`src/rtl/wish_pack_arb_if.sv`:
```
// Bus bundle between NUM_SRC Wishbone sources, the grant-locking arbiter and one wish_pack.
// slave = arbiter view, master = environment (sources + packer) view.
interface wish_pack_arb_if #(
  parameter int NUM_SRC    = 4,
  parameter int NUM_PACK   = 4,
  parameter int DATA_WIDTH = 8,
  parameter int TGC_WIDTH  = 2
);
  localparam int CNT_W = $clog2(NUM_PACK) + 1;

  logic [NUM_SRC-1:0]            s_stb_i;
  logic [NUM_SRC-1:0]            s_cyc_i;
  logic [NUM_SRC*DATA_WIDTH-1:0] s_dat_i;
  logic [NUM_SRC*TGC_WIDTH-1:0]  s_tgc_i;
  logic [NUM_SRC-1:0]            s_ack_o;
  logic [NUM_SRC-1:0]            s_stall_o;
  logic                          m_stb_o;
  logic                          m_cyc_o;
  logic [DATA_WIDTH-1:0]         m_dat_o;
  logic [TGC_WIDTH-1:0]          m_tgc_o;
  logic                          m_ack_i;
  logic                          m_stall_i;
  logic [NUM_SRC-1:0]            gnt_o;
  logic [CNT_W-1:0]              beat_cnt_o;

  modport slave (
    input  s_stb_i, s_cyc_i, s_dat_i, s_tgc_i, m_ack_i, m_stall_i,
    output s_ack_o, s_stall_o, m_stb_o, m_cyc_o, m_dat_o, m_tgc_o, gnt_o, beat_cnt_o
  );

  modport master (
    output s_stb_i, s_cyc_i, s_dat_i, s_tgc_i, m_ack_i, m_stall_i,
    input  s_ack_o, s_stall_o, m_stb_o, m_cyc_o, m_dat_o, m_tgc_o, gnt_o, beat_cnt_o
  );
endinterface

```
`src/rtl/wish_pack_arb.sv`:
```
// Grant-locking round-robin arbiter in front of one wish_pack; a source owns the packer for a full group.
// Define WISH_PACK_ARB_FIXED_PRIO_EN for fixed priority (lowest index wins, no rr pointer).
module wish_pack_arb #(
  parameter int NUM_SRC    = 4,
  parameter int NUM_PACK   = 4,
  parameter int DATA_WIDTH = 8,
  parameter int TGC_WIDTH  = 2
) (
  input logic           clk_i,
  input logic           rst_ni,
  wish_pack_arb_if.slave bus
);
  localparam int IDX_W = $clog2(NUM_SRC);
  localparam int CNT_W = $clog2(NUM_PACK) + 1;

  typedef enum logic {IDLE, GRANT} state_t;

  state_t             state_reg, state_next;
  logic [NUM_SRC-1:0] gnt_reg, gnt_next;
  logic [IDX_W-1:0]   idx_reg, idx_next;
  logic [CNT_W-1:0]   cnt_reg, cnt_next;

  logic [NUM_SRC-1:0] req;
  logic               any_req;
  logic               m_stb;
  logic               beat_acc;
  logic               group_done;
  logic [IDX_W-1:0]   search_base;
  logic [IDX_W-1:0]   win_idx;
  logic               found;
  int                 cand;

  function automatic logic [IDX_W-1:0] inc_wrap(input logic [IDX_W-1:0] x);
    return (x == IDX_W'(NUM_SRC - 1)) ? '0 : x + 1'b1;
  endfunction

  for (genvar gi = 0; gi < NUM_SRC; gi++) begin : g_src
    assign req[gi]           = bus.s_stb_i[gi] & bus.s_cyc_i[gi];
    assign bus.s_ack_o[gi]   = gnt_reg[gi] & bus.m_ack_i;
    assign bus.s_stall_o[gi] = gnt_reg[gi] ? bus.m_stall_i : 1'b1;
  end

  assign any_req    = |req;
  assign beat_acc   = m_stb & bus.m_ack_i;
  assign group_done = beat_acc && (cnt_reg == CNT_W'(NUM_PACK - 1));

`ifdef WISH_PACK_ARB_FIXED_PRIO_EN
  assign search_base = '0;
`else
  logic [IDX_W-1:0] rr_ptr_reg, rr_ptr_next;

  // At a group boundary the finishing source drops to lowest priority on the same edge.
  assign search_base = (state_reg == GRANT) ? inc_wrap(idx_reg) : rr_ptr_reg;
`endif

  always_comb begin
    win_idx = '0;
    found   = 1'b0;
    cand    = 0;
    for (int i = 0; i < NUM_SRC; i++) begin
      cand = int'(search_base) + i;
      if (cand >= NUM_SRC) cand = cand - NUM_SRC;
      if (!found && req[cand[IDX_W-1:0]]) begin
        found   = 1'b1;
        win_idx = cand[IDX_W-1:0];
      end
    end
  end

  always_ff @(posedge clk_i or negedge rst_ni) begin
    if (!rst_ni) begin
      state_reg  <= IDLE;
      gnt_reg    <= '0;
      idx_reg    <= '0;
      cnt_reg    <= '0;
`ifndef WISH_PACK_ARB_FIXED_PRIO_EN
      rr_ptr_reg <= '0;
`endif
    end else begin
      state_reg  <= state_next;
      gnt_reg    <= gnt_next;
      idx_reg    <= idx_next;
      cnt_reg    <= cnt_next;
`ifndef WISH_PACK_ARB_FIXED_PRIO_EN
      rr_ptr_reg <= rr_ptr_next;
`endif
    end
  end

  always_comb begin
    state_next  = state_reg;
    gnt_next    = gnt_reg;
    idx_next    = idx_reg;
    cnt_next    = cnt_reg;
`ifndef WISH_PACK_ARB_FIXED_PRIO_EN
    rr_ptr_next = rr_ptr_reg;
`endif
    case (state_reg)
      IDLE: begin
        if (any_req) begin
          state_next = GRANT;
          idx_next   = win_idx;
          gnt_next   = NUM_SRC'(1) << win_idx;
          cnt_next   = '0;
        end
      end
      GRANT: begin
        if (group_done) begin
          cnt_next = '0;
`ifndef WISH_PACK_ARB_FIXED_PRIO_EN
          rr_ptr_next = inc_wrap(idx_reg);
`endif
          if (any_req) begin
            idx_next = win_idx;
            gnt_next = NUM_SRC'(1) << win_idx;
          end else begin
            state_next = IDLE;
            gnt_next   = '0;
          end
        end else if (beat_acc) begin
          cnt_next = cnt_reg + 1'b1;
        end
      end
      default: begin
        state_next = IDLE;
        gnt_next   = '0;
        cnt_next   = '0;
      end
    endcase
  end

  // gnt_reg is zero in IDLE, so the AND-OR mux idles the packer side for free.
  always_comb begin
    m_stb       = |(gnt_reg & req);
    bus.m_cyc_o = (state_reg == GRANT);
    bus.m_dat_o = '0;
    bus.m_tgc_o = '0;
    for (int i = 0; i < NUM_SRC; i++) begin
      bus.m_dat_o = bus.m_dat_o | ({DATA_WIDTH{gnt_reg[i]}} & bus.s_dat_i[i*DATA_WIDTH +: DATA_WIDTH]);
      bus.m_tgc_o = bus.m_tgc_o | ({TGC_WIDTH{gnt_reg[i]}} & bus.s_tgc_i[i*TGC_WIDTH +: TGC_WIDTH]);
    end
  end

  assign bus.m_stb_o    = m_stb;
  assign bus.gnt_o      = gnt_reg;
  assign bus.beat_cnt_o = cnt_reg;

  a_ack_stall_excl: assert property (@(posedge clk_i) disable iff (!rst_ni)
    (bus.s_ack_o & bus.s_stall_o) == '0);
  a_ack_onehot0: assert property (@(posedge clk_i) disable iff (!rst_ni)
    $onehot0(bus.s_ack_o));
  a_gnt_onehot0: assert property (@(posedge clk_i) disable iff (!rst_ni)
    $onehot0(gnt_reg));
endmodule

```
`src/flat_wrapper.sv`:
```
// flat-port wrapper written by rule: the top's interface ports become plain ports
module wish_pack_arb_flat 
#(
  parameter int NUM_SRC    = 4,
  parameter int NUM_PACK   = 4,
  parameter int DATA_WIDTH = 8,
  parameter int TGC_WIDTH  = 2
)
  (clk_i, rst_ni, bus_s_stb_i, bus_s_cyc_i, bus_s_dat_i, bus_s_tgc_i, bus_m_ack_i, bus_m_stall_i, bus_s_ack_o, bus_s_stall_o, bus_m_stb_o, bus_m_cyc_o, bus_m_dat_o, bus_m_tgc_o, bus_gnt_o, bus_beat_cnt_o);
  wish_pack_arb_if #(.NUM_SRC(NUM_SRC), .NUM_PACK(NUM_PACK), .DATA_WIDTH(DATA_WIDTH), .TGC_WIDTH(TGC_WIDTH)) bus_i ();
  input logic clk_i;
  input logic rst_ni;
  input wire logic [$bits(bus_i.s_stb_i)-1:0] bus_s_stb_i;
  input wire logic [$bits(bus_i.s_cyc_i)-1:0] bus_s_cyc_i;
  input wire logic [$bits(bus_i.s_dat_i)-1:0] bus_s_dat_i;
  input wire logic [$bits(bus_i.s_tgc_i)-1:0] bus_s_tgc_i;
  input wire logic [$bits(bus_i.m_ack_i)-1:0] bus_m_ack_i;
  input wire logic [$bits(bus_i.m_stall_i)-1:0] bus_m_stall_i;
  output wire logic [$bits(bus_i.s_ack_o)-1:0] bus_s_ack_o;
  output wire logic [$bits(bus_i.s_stall_o)-1:0] bus_s_stall_o;
  output wire logic [$bits(bus_i.m_stb_o)-1:0] bus_m_stb_o;
  output wire logic [$bits(bus_i.m_cyc_o)-1:0] bus_m_cyc_o;
  output wire logic [$bits(bus_i.m_dat_o)-1:0] bus_m_dat_o;
  output wire logic [$bits(bus_i.m_tgc_o)-1:0] bus_m_tgc_o;
  output wire logic [$bits(bus_i.gnt_o)-1:0] bus_gnt_o;
  output wire logic [$bits(bus_i.beat_cnt_o)-1:0] bus_beat_cnt_o;
  assign bus_i.s_stb_i = bus_s_stb_i;
  assign bus_i.s_cyc_i = bus_s_cyc_i;
  assign bus_i.s_dat_i = bus_s_dat_i;
  assign bus_i.s_tgc_i = bus_s_tgc_i;
  assign bus_i.m_ack_i = bus_m_ack_i;
  assign bus_i.m_stall_i = bus_m_stall_i;
  assign bus_s_ack_o = bus_i.s_ack_o;
  assign bus_s_stall_o = bus_i.s_stall_o;
  assign bus_m_stb_o = bus_i.m_stb_o;
  assign bus_m_cyc_o = bus_i.m_cyc_o;
  assign bus_m_dat_o = bus_i.m_dat_o;
  assign bus_m_tgc_o = bus_i.m_tgc_o;
  assign bus_gnt_o = bus_i.gnt_o;
  assign bus_beat_cnt_o = bus_i.beat_cnt_o;
  wish_pack_arb #(.NUM_SRC(NUM_SRC), .NUM_PACK(NUM_PACK), .DATA_WIDTH(DATA_WIDTH), .TGC_WIDTH(TGC_WIDTH)) u_core (.clk_i(clk_i), .rst_ni(rst_ni), .bus(bus_i));
endmodule
```
`config.mk`:
```
export PLATFORM = sky130hd
export DESIGN_NAME = wish_pack_arb_flat
export DESIGN_NICKNAME = d
export VERILOG_FILES = /design/src/rtl/wish_pack_arb_if.sv /design/src/rtl/wish_pack_arb.sv /design/src/flat_wrapper.sv
export SDC_FILE = /design/constraint.sdc
export NUM_CORES = 1
export LEC_CHECK = 0
export CORE_MARGIN = 3
export CORE_UTILIZATION = 33
export CTS_BUF_LIST = sky130_fd_sc_hd__clkbuf_4 sky130_fd_sc_hd__clkbuf_8
export DETAILED_ROUTE_END_ITERATION = 10
export PLACE_DENSITY_LB_ADDON = 0.1
export SLEW_MARGIN = 0
export SYNTH_ARGS = -nofsm -noshare
export SYNTH_HDL_FRONTEND = slang
export SYNTH_SLANG_ARGS = --single-unit
```
`constraint.sdc`:
```
create_clock -name clk_i -period 2.6 [get_ports clk_i]
set_clock_uncertainty 0.05 [all_clocks]
set_input_delay 0.52 -clock clk_i [delete_from_list [all_inputs] [get_ports clk_i]]
set_output_delay 0.52 -clock clk_i [all_outputs]
set_load 0.01 [all_outputs]
```
== Word-level counts from Yosys, hierarchy flattened ==
Cells that the tools add are included.
Storage, ports and cells
  word-level logic and storage cells: 104
  register bits after elaboration: 12
  output and inout port bits: 27
Operators by class
  muxes and demuxes: 39
  shifts and indexed selects: 1
  magnitude comparators: 8
  add/subtract/negate cells: 9
  eq/ne operators: 5
  bitwise logic cells: 25
  reduce and logical (&&, ||, !) cells: 12
Operators by type and width (number)
  bitwise AND 8 bit: 4
  two-way mux 2 bit: 12
  bitwise OR 8 bit: 3
  two-way mux 1 bit: 13
  less-than comparator 2 x 3 -> 1 bit, second input constant: 4
  two-way mux 4 bit: 3
  bitwise AND 1 bit: 9
  >= comparator 3 bit, second input constant: 3
  two-way mux 3 bit: 3
  bitwise AND 2 bit: 4
  binary-select mux 1 bit (select 2 bit): 4
  one-hot mux 4 bit (2 select lines): 1
  OR reduction 4 bit: 2
  subtractor 2 x 1 -> 2 bit, second input constant: 4
  adder 2 x 2 -> 3 bit, second input constant: 2
  bitwise OR 2 bit: 3
  one-hot mux 3 bit (2 select lines): 1
  AND reduction 2 bit: 3
  bitwise AND 4 bit: 1
  logical AND 1 bit: 4
  one-hot mux 2 bit (2 select lines): 1
  << shifter 1 x 2 -> 4 bit, first input constant: 1
  adder 2 x 1 -> 3 bit, second input constant: 1
  adder 3 x 1 -> 3 bit, second input constant: 1
  10 further kinds: 12

== Longest topological paths before layout ==
  word-level depth: 21
  depth in mapped cells: 7

== Least setup slack after synthesis ==
No wires, ideal clock.
  path type: register -> register
  start point: register u_core.idx_reg[0]
  end point: register u_core.gnt_reg[3] (netlist: u_core.bus.gnt_o[3])
  setup time: 0.092 ns
  required time: 2.458 ns
  cell stages (with the launch flop): 6
  clock period less this slack: 1.952 ns
  arrival time: 1.810 ns
  setup slack: 0.648 ns
  path through: dfrtp_1 > ha_1 > mux2i_1 > nor3_1 > or4_4 > o31ai_2
Between the ends
  cells in the longest elaborated chain, start to end: 21
  elaborated cells between the ends (all ways): 45
  classes of those cells: 8 x add/sub; 4 x order compare; 1 x eq/ne; 1 x shift; 25 x mux; 6 x reduce/logical
Ends and longest elaborated chain
  start, declared: RTL line wish_pack_arb.sv:20  | logic [IDX_W-1:0] idx_reg, idx_next;
  start signal, assigned: RTL line wish_pack_arb.sv:82  | idx_reg <= idx_next;
  adder 2 x 1 -> 2 bit or == test 2 bit (tied branches): RTL line wish_pack_arb.sv:34  | return (x == IDX_W'(NUM_SRC - 1)) ? '0 : x + 1'b1;
  two-way mux 2 bit (*): RTL line wish_pack_arb.sv:34
  two-way mux 2 bit (*): RTL line wish_pack_arb.sv:53  | assign search_base = (state_reg == GRANT) ? inc_wrap(idx_reg) : rr_ptr_reg;
  branches (longest 13 deep; another with adder 2 x 1 -> 3 bit)
  two-way mux 2 bit (*): RTL line wish_pack_arb.sv:63  | if (!found && req[cand[IDX_W-1:0]]) begin
  << shifter 1 x 2 -> 4 bit (*): RTL line wish_pack_arb.sv:103, wish_pack_arb.sv:115
  two-way mux 4 bit: RTL line wish_pack_arb.sv:113  | if (any_req) begin
  two-way mux 4 bit: RTL line wish_pack_arb.sv:108  | if (group_done) begin
  one-hot mux 4 bit (2 select lines) (*): RTL line wish_pack_arb.sv:98  | case (state_reg)
  end signal, assigned: RTL line wish_pack_arb.sv:81  | gnt_reg <= gnt_next;
  end, declared: RTL line wish_pack_arb.sv:19  | logic [NUM_SRC-1:0] gnt_reg, gnt_next;
Every way passes the cells marked *. The select of a mux whose other input is x is not followed.
A chain may end at the register's enable or synchronous reset.

== Worst setup path after layout ==
  start point: input port bus_s_cyc_i[3]
  end point: output port bus_m_stb_o
Between the ends
  cells in the longest elaborated chain, start to end: 3
Ends and longest elaborated chain
  start, declared: RTL line flat_wrapper.sv:14  | input wire logic [$bits(bus_i.s_cyc_i)-1:0] bus_s_cyc_i;
  bitwise AND 1 bit: RTL line wish_pack_arb.sv:38  | assign req[gi] = bus.s_stb_i[gi] & bus.s_cyc_i[gi];
  bitwise AND 4 bit: RTL line wish_pack_arb.sv:134  | m_stb = |(gnt_reg & req);
  OR reduction 4 bit: RTL line wish_pack_arb.sv:134
  end, declared: RTL line flat_wrapper.sv:21  | output wire logic [$bits(bus_i.m_stb_o)-1:0] bus_m_stb_o;
Every way passes these cells.

==> flow_summary.ini <==
[cts]
root_buffer = clkbuf_4
clock-sinks = 12
ctsResizeCount = 0
h-tree-depth = 1
cts_tree = built
postCtsSetupBuffers = 0
cts_buffers = 3
clock_latency_ps = 270
hold_buffers = 0
cts_buffer_depth = 2
clk_pin_slew_worst_paths_ps = 70

[worst_hold_path]
hp-class = register to register

[floorplan]
coreArea_um2 = 2567
floorplan.initialDensity_pct = 36.26
num_io_pins = 79
fp.dieH_um = 59.11
die_area_um2 = 3494
num_rows = 18
die_x_um = 59.11

[routing]
viasPerCell = 5.291
postRouteAntennaNets = 0
wl_per_cell_um = 15.81
drc_errors = 0
drt-initial-drc-count = 61
wl_um = 3589
dr.pass1.iters = 4
vias = 1201

[setup_path]
critPathRequiredTime_ps = 2030
start_kind = input pin
cpPeakStageDelay_ps = 570
worstPathArrival_ps = 1920
path_class = input pin to output port
cp_top_family = buffers and inverters
path_cells = clkdlybuf4s50_1, nand3_1, nand4_1, clkdlybuf4s50_1
crit_slowest_cell = clkdlybuf4s50_1
worst_setup_path_end_kind = output port
path_buf_inv = 2
path_max_fanout = 4
crit_top_cell = clkdlybuf4s50_1

[layout]
most-common-layout-cells = clkdlybuf4s50_1, nand2_1, a22oi_1
drive_gt1_share_pct = 4.569
diodes = 0
areaGrowthSynthToFinish_pct = 89.92
final_common_cell = clkdlybuf4s50_1
num-fill-cells = 217
nNetsFinal = 253
stdcell_count = 227
largest_reg_flops = 4

[synth]
synth_ff_type = dfrtp_1
synth_cells = 119
ys_types = 28
ys_seq_area_share_pct = 32.26
synth.area.top_cells = dfrtp_1, a22oi_1, nand2_1
synth-edff-count = 0
synth_top_area_share_pct = 32.26
syn-cell-area_um2 = 930.9
async_flop_share_pct = 100.0
syn_nets = 173
synth_top_area_cell = dfrtp_1
ys_warn_count = 0
ys_seq_elements = 12
syn_avg_cell_area_um2 = 7.823

[timing]
max_freq_mhz = 401.4
rsz0062_at_grt = false
finalCritPeriodShare_pct = 95.82
hold_violations = 0
worst_slack_ps = 108.8
tns_ps = 0
timing.final.crit_period_ps = 2491
finalMaxSlewViolations = 0
holdWs_ps = 453.5
setup_viol = 0
max-slew-margin-rel_pct = 63.03
worstMarginPinSlew_ps = 552.8

[placement]
gp_congestion = 0.7710
portBuffers = 78
hpwl_um = 2892
numPlacedInstances = 224
place_ws_ps = 126.7

[grt]
grt_pass1_vias = 1103
grt_overflow = 0
grt_usage_pct = 19.14
grt_pass1_wl_um = 5188
antenna_found_initial = 0
grt_max_degree = 16

[run]
maxCapViolCount = 0

[run_status]
outcome = finished, final reports clean

[power]
p_leak_nw = 0.7366
vdd_drop_max_v = 0.0007736
power-per-cell-area_nw_per_um2 = 845.9
==> worst reg2reg max path: stages (launching register included) <==
cell and delay (ps):
dfrtp_1 410, ha_1 320, mux2i_1 390, nor3_1 140, or4_4 590, o31ai_2 190
==> cell families after synthesis <==
| logic type | count (synthesis) | synth area share [%] |
|---|---|---|
| flops | 12 | 32.26 |
| compound gates | 41 | 31.32 |
| mux | 2 | 2.285 |
| fa+ha+maj | 2 | 2.688 |
| simple gates | 54 | 28.23 |
| buf+inv | 8 | 3.226 |
==> area by class of cell <==
class | instances | area [µm²] | share of cell area (%)
repair buffers | 80 | 795.8 | 45.01
multi-input cells | 99 | 600.6 | 33.97
flip-flops and latches | 12 | 300.3 | 16.99
well taps | 30 | 37.54 | 2.123
clock buffers | 3 | 22.52 | 1.274
inverters | 3 | 11.26 | 0.6369
==> synth_stat cells, drive strengths merged (2+ instances only) <==
master	n
nand2	25
nor2	3
nand2b	6
inv	3
o31ai	4
nand3	8
a22oi	21
a21oi	3
o21ai	6
ha	2
a31oi	3
dfrtp	12
and2	6
clkbuf	5
==> per-layer routing <==
layer	up-vias	part of all wire [%]	GRT usage (%)
met3	2	8.2	3.050
met4	0	0.42	4.531
li1	604	-	-
met5	-	0	0
met1	549	41	25.00
met2	46	50	32.97
==> path summary, 6_finish.rpt <==
check	cells past startpoint	to	start	slack [ps]
worst max-delay path	4	bus_m_stb_o	bus_s_cyc_i[3]	110
worst min-delay path	2	u_core.idx_reg[1]	u_core.idx_reg[1]	450
worst max register to register	5	u_core.bus.gnt_o[1]	u_core.idx_reg[0]	420
worst min register to register	2	u_core.idx_reg[1]	u_core.idx_reg[1]	450
max in group asynchronous	1	u_core.bus.beat_cnt_o[2]	rst_ni	1580
min in group asynchronous	1	u_core.bus.m_cyc_o	rst_ni	560
==> power breakdown <==
part | internal (mW) | total (mW) | switching (mW)
sequential | 0.254 | 0.408 | 0.154
combinational | 0.568 | 0.975 | 0.408
clock | 0.0536 | 0.112 | 0.0584
==> stage by stage <==
| stage | total power [mW] | utilization (%) | area, µm² |
|---|---|---|---|
| 2_1_floorplan | 0.8275 | - | 930.9 |
| 3_3_place_gp | 1.364 | 67.98 | 1745 |
| 3_5_place_dp | 1.394 | 67.98 | 1745 |
| 4_1_cts | 1.506 | 68.86 | 1768 |
| 5_1_grt | 1.608 | 68.86 | 1768 |
| 6_report | 1.496 | 68.86 | 1768 |
Note: power is estimated with default switching activity, not from simulation.
